File: src/rtl/sync_event_coalescer_pkg.sv
// Shared types and constants for the source-side event coalescer.
// Holds the FSM state encoding and the width rule for the saturating adder.
package sync_event_coalescer_pkg;

    // 2'd3 is unused and falls back to IDLE in the next-state decode.
    typedef enum logic [1:0] {
        IDLE = 2'd0,
        SEND = 2'd1,
        WAIT = 2'd2
    } state_e;

    // One extra bit holds the carry that detects saturation.
    function automatic int sat_sum_w(input int w);
        return w + 1;
    endfunction

endpackage

File: src/rtl/sync_event_coalescer_sat_accum.sv
// W-bit saturating event accumulator with a sticky overflow flag.
// On load, the count restarts from this cycle's increment so launch-cycle events are kept.
module sync_sat_accum
    import sync_event_coalescer_pkg::*;
#(
    parameter int W  = 8,
    parameter int AW = 4
) (
    input  logic          sCLK,
    input  logic          sRST_N,
    input  logic          inc,
    input  logic [AW-1:0] inc_amt,
    input  logic          load,
    input  logic          clr_ovf,
    output logic [W-1:0]  acc,
    output logic          overflow
);

    localparam int SW = sat_sum_w(W);

    logic [SW-1:0] sum;
    logic          sat_hit;

    assign sum     = {1'b0, acc} + SW'(inc_amt);
    assign sat_hit = inc && !load && sum[W];

    always_ff @(posedge sCLK or negedge sRST_N) begin
        if (!sRST_N) begin
            acc      <= '0;
            overflow <= 1'b0;
        end else begin
            if (load)
                acc <= inc ? W'(inc_amt) : '0;
            else if (sat_hit)
                acc <= '1;
            else if (inc)
                acc <= sum[W-1:0];
            // Setting wins over a same-cycle clear.
            overflow <= sat_hit || (overflow && !clr_ovf);
        end
    end

endmodule

File: src/rtl/sync_event_coalescer.sv
// Source-side coalescer: counts events and launches a snapshot of the count
// into the toggle handshake whenever it is ready and the count is worth sending.
module sync_event_coalescer
    import sync_event_coalescer_pkg::*;
#(
    parameter int W      = 8,
    parameter int AW     = 4,
    parameter int THRESH = 1
) (
    input  logic          sCLK,
    input  logic          sRST_N,
    input  logic          sInc,
    input  logic [AW-1:0] sIncAmt,
    input  logic          sFlush,
    input  logic          sClrOvf,
    input  logic          sRDY,
    output logic          sEN,
    output logic [W-1:0]  sData,
    output logic          sPending,
    output logic          sOverflow
);

    localparam logic [W-1:0] TH = W'(THRESH);

    state_e       state, state_nxt;
    logic         launch;
    logic         trigger;
    logic [W-1:0] acc;

    sync_sat_accum #(.W(W), .AW(AW)) u_acc (
        .sCLK     (sCLK),
        .sRST_N   (sRST_N),
        .inc      (sInc),
        .inc_amt  (sIncAmt),
        .load     (launch),
        .clr_ovf  (sClrOvf),
        .acc      (acc),
        .overflow (sOverflow)
    );

    assign trigger  = (acc >= TH) || (sFlush && (acc != '0));
    assign sPending = (acc != '0);

    always_comb begin
        state_nxt = IDLE;
        launch    = 1'b0;
        case (state)
            IDLE: begin
                if (trigger && sRDY) begin
                    state_nxt = SEND;
                    launch    = 1'b1;
                end
            end
            SEND:    state_nxt = WAIT;
            WAIT:    state_nxt = sRDY ? IDLE : WAIT;
            default: state_nxt = IDLE;
        endcase
    end

    // sData is captured on entry to SEND so it is valid alongside sEN and held through WAIT.
    always_ff @(posedge sCLK or negedge sRST_N) begin
        if (!sRST_N) begin
            state <= IDLE;
            sEN   <= 1'b0;
            sData <= '0;
        end else begin
            state <= state_nxt;
            sEN   <= launch;
            if (launch)
                sData <= acc;
        end
    end

endmodule

File: config.mk
export PLATFORM = sky130hd
export DESIGN_NAME = sync_event_coalescer
export DESIGN_NICKNAME = d
export VERILOG_FILES = /design/src/rtl/sync_event_coalescer_pkg.sv /design/src/rtl/sync_event_coalescer_sat_accum.sv /design/src/rtl/sync_event_coalescer.sv
export SDC_FILE = /design/constraint.sdc
export NUM_CORES = 1
export LEC_CHECK = 0
export BUFFER_PORTS_ARGS = -buffer_cell sky130_fd_sc_hd__buf_2
export CAP_MARGIN = 40
export CORE_MARGIN = 5
export CORE_UTILIZATION = 52
export DETAILED_ROUTE_END_ITERATION = 7
export GPL_TIMING_DRIVEN = 0
export PLACE_DENSITY = 0.76
export SLEW_MARGIN = 20
export SYNTH_ARGS = -nofsm -noshare
export SYNTH_HDL_FRONTEND = slang
export SYNTH_SLANG_ARGS = --single-unit
export TNS_END_PERCENT = 100
File: constraint.sdc
create_clock -name sCLK -period 3.2 [get_ports sCLK]
set_clock_uncertainty 0.15 [all_clocks]
set_input_delay 0.64 -clock sCLK [delete_from_list [all_inputs] [get_ports sCLK]]
set_output_delay 0.64 -clock sCLK [all_outputs]
set_load 0.005 [all_outputs]
# Word-level counts from Yosys, hierarchy flattened
# Index checks and enable logic that the tools add are counted.
# Widths: inputs -> output; s select.
[word_totals] reg_bits=20 latchBits=0 ram_bits=0 rom_bits=0 in_bits=10 output_inout_bits=11 wordCells=30 n_memories=0
[op_classes] addsub=1 n_mul=0 div_mod_pow=0 n_lt_le_gt_ge=1 eq_ne=2 n_shift=0 mux=9 bitwise_logic=0 reduce_logical=12
[ops] operator="$mux 8" count=3
[ops] operator="$add 8x4->9" count=1
[ops] operator="$ge 8x1->1 const B" count=1
[ops] operator="$reduce_bool 8->1" count=1
[ops] operator="$pmux 2 s3" count=1
[ops] operator="$logic_and 1x1->1" count=5
[ops] operator="$mux 4" count=1
[ops] operator="$mux 1" count=3
[ops] operator="$reduce_bool 3->1" count=1
[ops] operator="$eq 2x1->1 const B" count=1
[ops] operator="$eq 2x2->1 const B" count=1
[ops] operator="$logic_not 1->1" count=2
[ops] operator="$logic_not 2->1" count=1
[ops] operator="$logic_or 1x1->1" count=2
[ops] operator="$mux 2" count=1

# Longest topological paths before layout
[depth] ltp_word=11 ltp_mapped=6 mapped_depth_nobuf=6

# Hierarchy
# A second synthesis with hierarchy kept.
[unflattened] hier_cells=87 hier_area_um2=984.7
[by_module_without_submodules] mod="sync_sat_accum" instances=1 cells_each=61 area_per_inst_um2=586.8 seq_area_each_um2=225.2
[by_module_without_submodules] mod="sync_event_coalescer" instances=1 cells_each=26 area_per_inst_um2=397.9 seq_area_each_um2=250.2

# Worst setup path before layout
# No wires, ideal clock.
[synth_path] path_kind="input-to-reg" from="input sIncAmt[0]" to="register u_acc.acc[1]" setup_ns=0.122 arrival_time_ns=1.976 required_time_ns=2.928 setup_slack_ns=0.953 stages=6 path_buffers=0 cell_sequence="ha_1 > fa_1 > nand3_1 > a21oi_1 > or3_1 > a32o_1"
[synth_via] elab_chain_cells=4 word_cells_on_any_way=6 cone_classes="add/sub (1); mux (3); reduce/logical (2)"
[synth_lines] element="start: declaration" line_no="sync_event_coalescer.sv:13" rtl="input logic [AW-1:0] sIncAmt,"
[synth_lines] element="$add 8x4->9 (*)" line_no="sync_event_coalescer_sat_accum.sv:24" rtl="assign sum = {1'b0, acc} + SW'(inc_amt);"
[synth_lines] element="$mux 8 / $logic_and 1x1->1 (equally long branches)" line_no="sync_event_coalescer_sat_accum.sv:36, sync_event_coalescer_sat_accum.sv:25"
[synth_lines] element="$mux 8" line_no="sync_event_coalescer_sat_accum.sv:34" rtl="else if (sat_hit)"
[synth_lines] element="$mux 8" line_no="sync_event_coalescer_sat_accum.sv:32" rtl="if (load)"
[synth_lines] element="end signal: assignment" line_no="sync_event_coalescer_sat_accum.sv:33" rtl="acc <= inc ? W'(inc_amt) : '0;"
[synth_lines] element="end signal: assignment" line_no="sync_event_coalescer_sat_accum.sv:37" rtl="acc <= sum[W-1:0];"
[synth_lines] element="end: declaration" line_no="sync_event_coalescer_sat_accum.sv:15" rtl="output logic [W-1:0] acc,"
# Every way passes the cells marked *; elsewhere a longest branch is shown, timed or not. The select of a mux whose other input is x is not followed.
# A chain may end at the register's enable or synchronous reset.

# Worst setup path in the final report
# Ends and elaborated chain as after synthesis.

==> results by group <==
GRT
  • Antenna violations before repair: 0
  • Vias in the first global route: 767
  • Total congestion overflow: 0
  • Largest net degree at the start of global routing: 21
  • First-pass GRT wire length: 3.263 mm
  • Global Route Usage Sum: 15.39%

Power and ir drop
  • Overall power: 0.001027 W
  • Net Sw Frac: ~34%
  • Peak supply drop: 0.3982 mV
  • Cell Int Power: 0.0006763 W
  • Leakage power total: slightly below 0.6 nW
  • Switching Power: 0.0003504 W
  • Clock Power Share: 19.0%
  • Flop pwr share: around two fifths
  • Pwr/cell area: around 860 nW/um2
  • Logic gate share of total power: between 30% and 40%

Synth
  • Mapped cell area: 1023 um2
  • Register area share after synthesis: about 49%
  • Syn_nets: 106
  • Synthesized area per cell: 11.25 um2
  • Top FF cell, synth: dfrtp_1
  • Synthesized flop and latch total: 20
  • Gate Count Post-Synth: 91
  • Synth warn: 0
  • EDFF count, synth: 0
  • Library cells used by synthesis: 35
  • Ys async rst share: 100.0%

Clock network
  • Postcts setup bufs: 0
  • Post-cts sizing count: 0
  • Hold Buf Count CTS: 0
  • Clk buf depth: 2
  • Clock root buffer: clkbuf_4
  • Clock Sinks: 20
  • Clock slew at reported path FFs: 0.11 ns
  • CTS tree: done
  • H-tree levels: 1
  • Clk_lat worst skew: 0.28 ns
  • CTS Buf Count: 3

Place
  • GPL Wtd Cong: slightly above 0.8
  • Hpwl dp: 1.565 mm
  • PortBufs: 18

STA
  • Final Hold Violating Endpoints: 0
  • Max Freq: between 0.4 and 0.5 GHz
  • Slew @ Worst Pin: 0.4657 ns
  • Crit path time final: 2.168 ns
  • Setup TNS: 0 ns
  • Period utilization: 67.75%
  • RSZ-0062 raised after global routing: no
  • Max_slew headroom: between 60% and 70%
  • Slew Viols, Final: 0
  • Setup Viol. Count Final: 0

Floorplanning
  • Chip height: 54.37 um
  • CORE AREA: 1922 um2
  • Die area: between 2000 and 3000 um2
  • Initial Utilization: 53.26%
  • Die width: about 54 um
  • Std cell rows: 16
  • # IOs: 21

Worst setup path
  • CP Cell Sequence: buf_2 -> ha_1 -> fa_1 -> nand3_1 -> a21oi_1 -> or3_1 -> a32o_1
  • CP max FO: 3
  • Crit path max-delay family: adder cells
  • Setup CP Type: primary input to flop
  • Arr. time, crit path: 2.20 ns
  • Critical path buffer and inverter count: 1
  • CP startpoint kind: primary input
  • Slowest stage delay, CP: a little over 0.4 ns
  • Worst path slowest cell: fa_1
  • Crit. End Element: flop
  • Worst EP required: between 3 and 4 ns

Final layout
  • Nets: 129
  • Area growth syn-to-layout: 17.24%
  • Ratio of cells with drive above 1 in the final layout: 31.86%
  • # diodes: 0

Outcome
  • Status: complete, no violations

Detailed routing
  • DR vias/cell: 5.643
  • # DRC: 0
  • Final antenna-violating net count: 0
  • Routed WL: 1.955 mm
  • Pre-antenna DRT Iters: 4
  • Wire length per cell: 13.96 um
  • Routed vias: 790
  • Initial DRC count: 6

Min path
  • Hold Crit Class: primary input to asynchronous set/reset pin

Job
  • Max-cap violations: 0
[flip-flops by register name (all words and copies together), names as in the netlist]
signal          flops
sEN                 1
state               2
sData               8
u_acc.acc           8
u_acc.overflow      1
[kinds of logic (layout without fill, tap and decap cells)]
kind of cell	Yosys count	count (layout)	share of synthesized area (%)
fa+ha+maj	5	5	6.846
buf+inv	9	31	3.545
compound gates	21	21	15.16
xor+xnor	1	1	0.8559
simple gates	27	27	15.89
flops	20	20	48.90
mux	8	8	8.802
[layout make-up]
cell class	instances	area, um2
Multi-Input combinational cell	62	486.7
Clock inverter	1	30.03
Inverter	6	22.52
Clock buffer	3	22.52
Sequential cell	20	500.5
Fill cell	166	721.9
Buffer	3	13.76
Tap cell	27	33.78
Timing Repair Buffer	18	90.09
[placed cells by master, fill, tap and decap left out, types with 2 or more instances in the layout]
cell,n
dfrtp_1,20
o211ai_1,2
a221oi_1,2
a211oi_1,2
nand2_1,3
nor2_1,2
a21oi_1,5
inv_1,5
nand3_1,5
mux2_2,8
clkbuf_4,3
buf_2,20
a32o_1,4
or3_1,2
o21ai_0,2
ha_1,4
nand2b_1,4
[path summary, 6_finish.rpt]
check,startpoint,slack [ns],cells after the start,to
hold reg to reg,sData[3],0.36,1,sData[3]
setup / recovery,sIncAmt[0],1.03,7,u_acc.acc[1]
hold / removal,sRST_N,0.11,1,sData[0]
max in group asynchronous,sRST_N,2.50,1,state[0]
min in group sCLK,sData[3],0.36,1,sData[3]
setup reg to reg,u_acc.acc[0],1.05,6,u_acc.acc[1]
[cells in the mapped netlist (all sizes together) (2+ instances only)]
cell type / count / area (um2)
dfrtp: 20 / 500.5
mux2: 8 / 90.09
inv: 6 / 22.52
a21oi: 5 / 25.02
nand3: 5 / 25.02
a32o: 4 / 40.04
ha: 4 / 50.05
nand2b: 4 / 25.02
nand2: 3 / 11.26
a211oi: 2 / 15.01
a221oi: 2 / 17.52
buf: 2 / 10.01
nor2: 2 / 7.510
nor4: 2 / 18.77
o211ai: 2 / 15.01
o21ai: 2 / 10.01
or3: 2 / 12.51
[stage by stage]
stage	hold WS, ns	cells	utilization, %	area, um2	setup WS, ns
2_1_floorplan	0.1944	91	-	1023	0.9529
3_3_place_gp	0.3329	136	59.70	1147	0.7225
3_5_place_dp	0.3387	136	59.70	1147	0.7150
4_1_cts	0.1237	140	62.43	1200	1.025
5_1_grt	0.1548	140	62.43	1200	0.9114
6_report	0.1145	140	62.43	1200	1.032
[power groups by stage]
stage / Combinational, W / Sequential (W) / Clock [W]
2_1_floorplan: 0.000294 / 0.000410 / 0
3_3_place_gp: 0.000394 / 0.000421 / 0
3_5_place_dp: 0.000409 / 0.000428 / 0
4_1_cts: 0.000412 / 0.000423 / 0.000198
5_1_grt: 0.000458 / 0.000438 / 0.000208
6_report: 0.000409 / 0.000422 / 0.000196
[layer usage]
metal  part of all wire [%]  track usage [%]  vias to the layer above
li1                       -                -                      383
met1                     45            18.72                      388
met2                     50            26.89                       17
met3                    3.4            1.635                        2
met4                    1.7            7.469                        0
met5                      0                0                        -
Power figures use the tool's default switching activity.
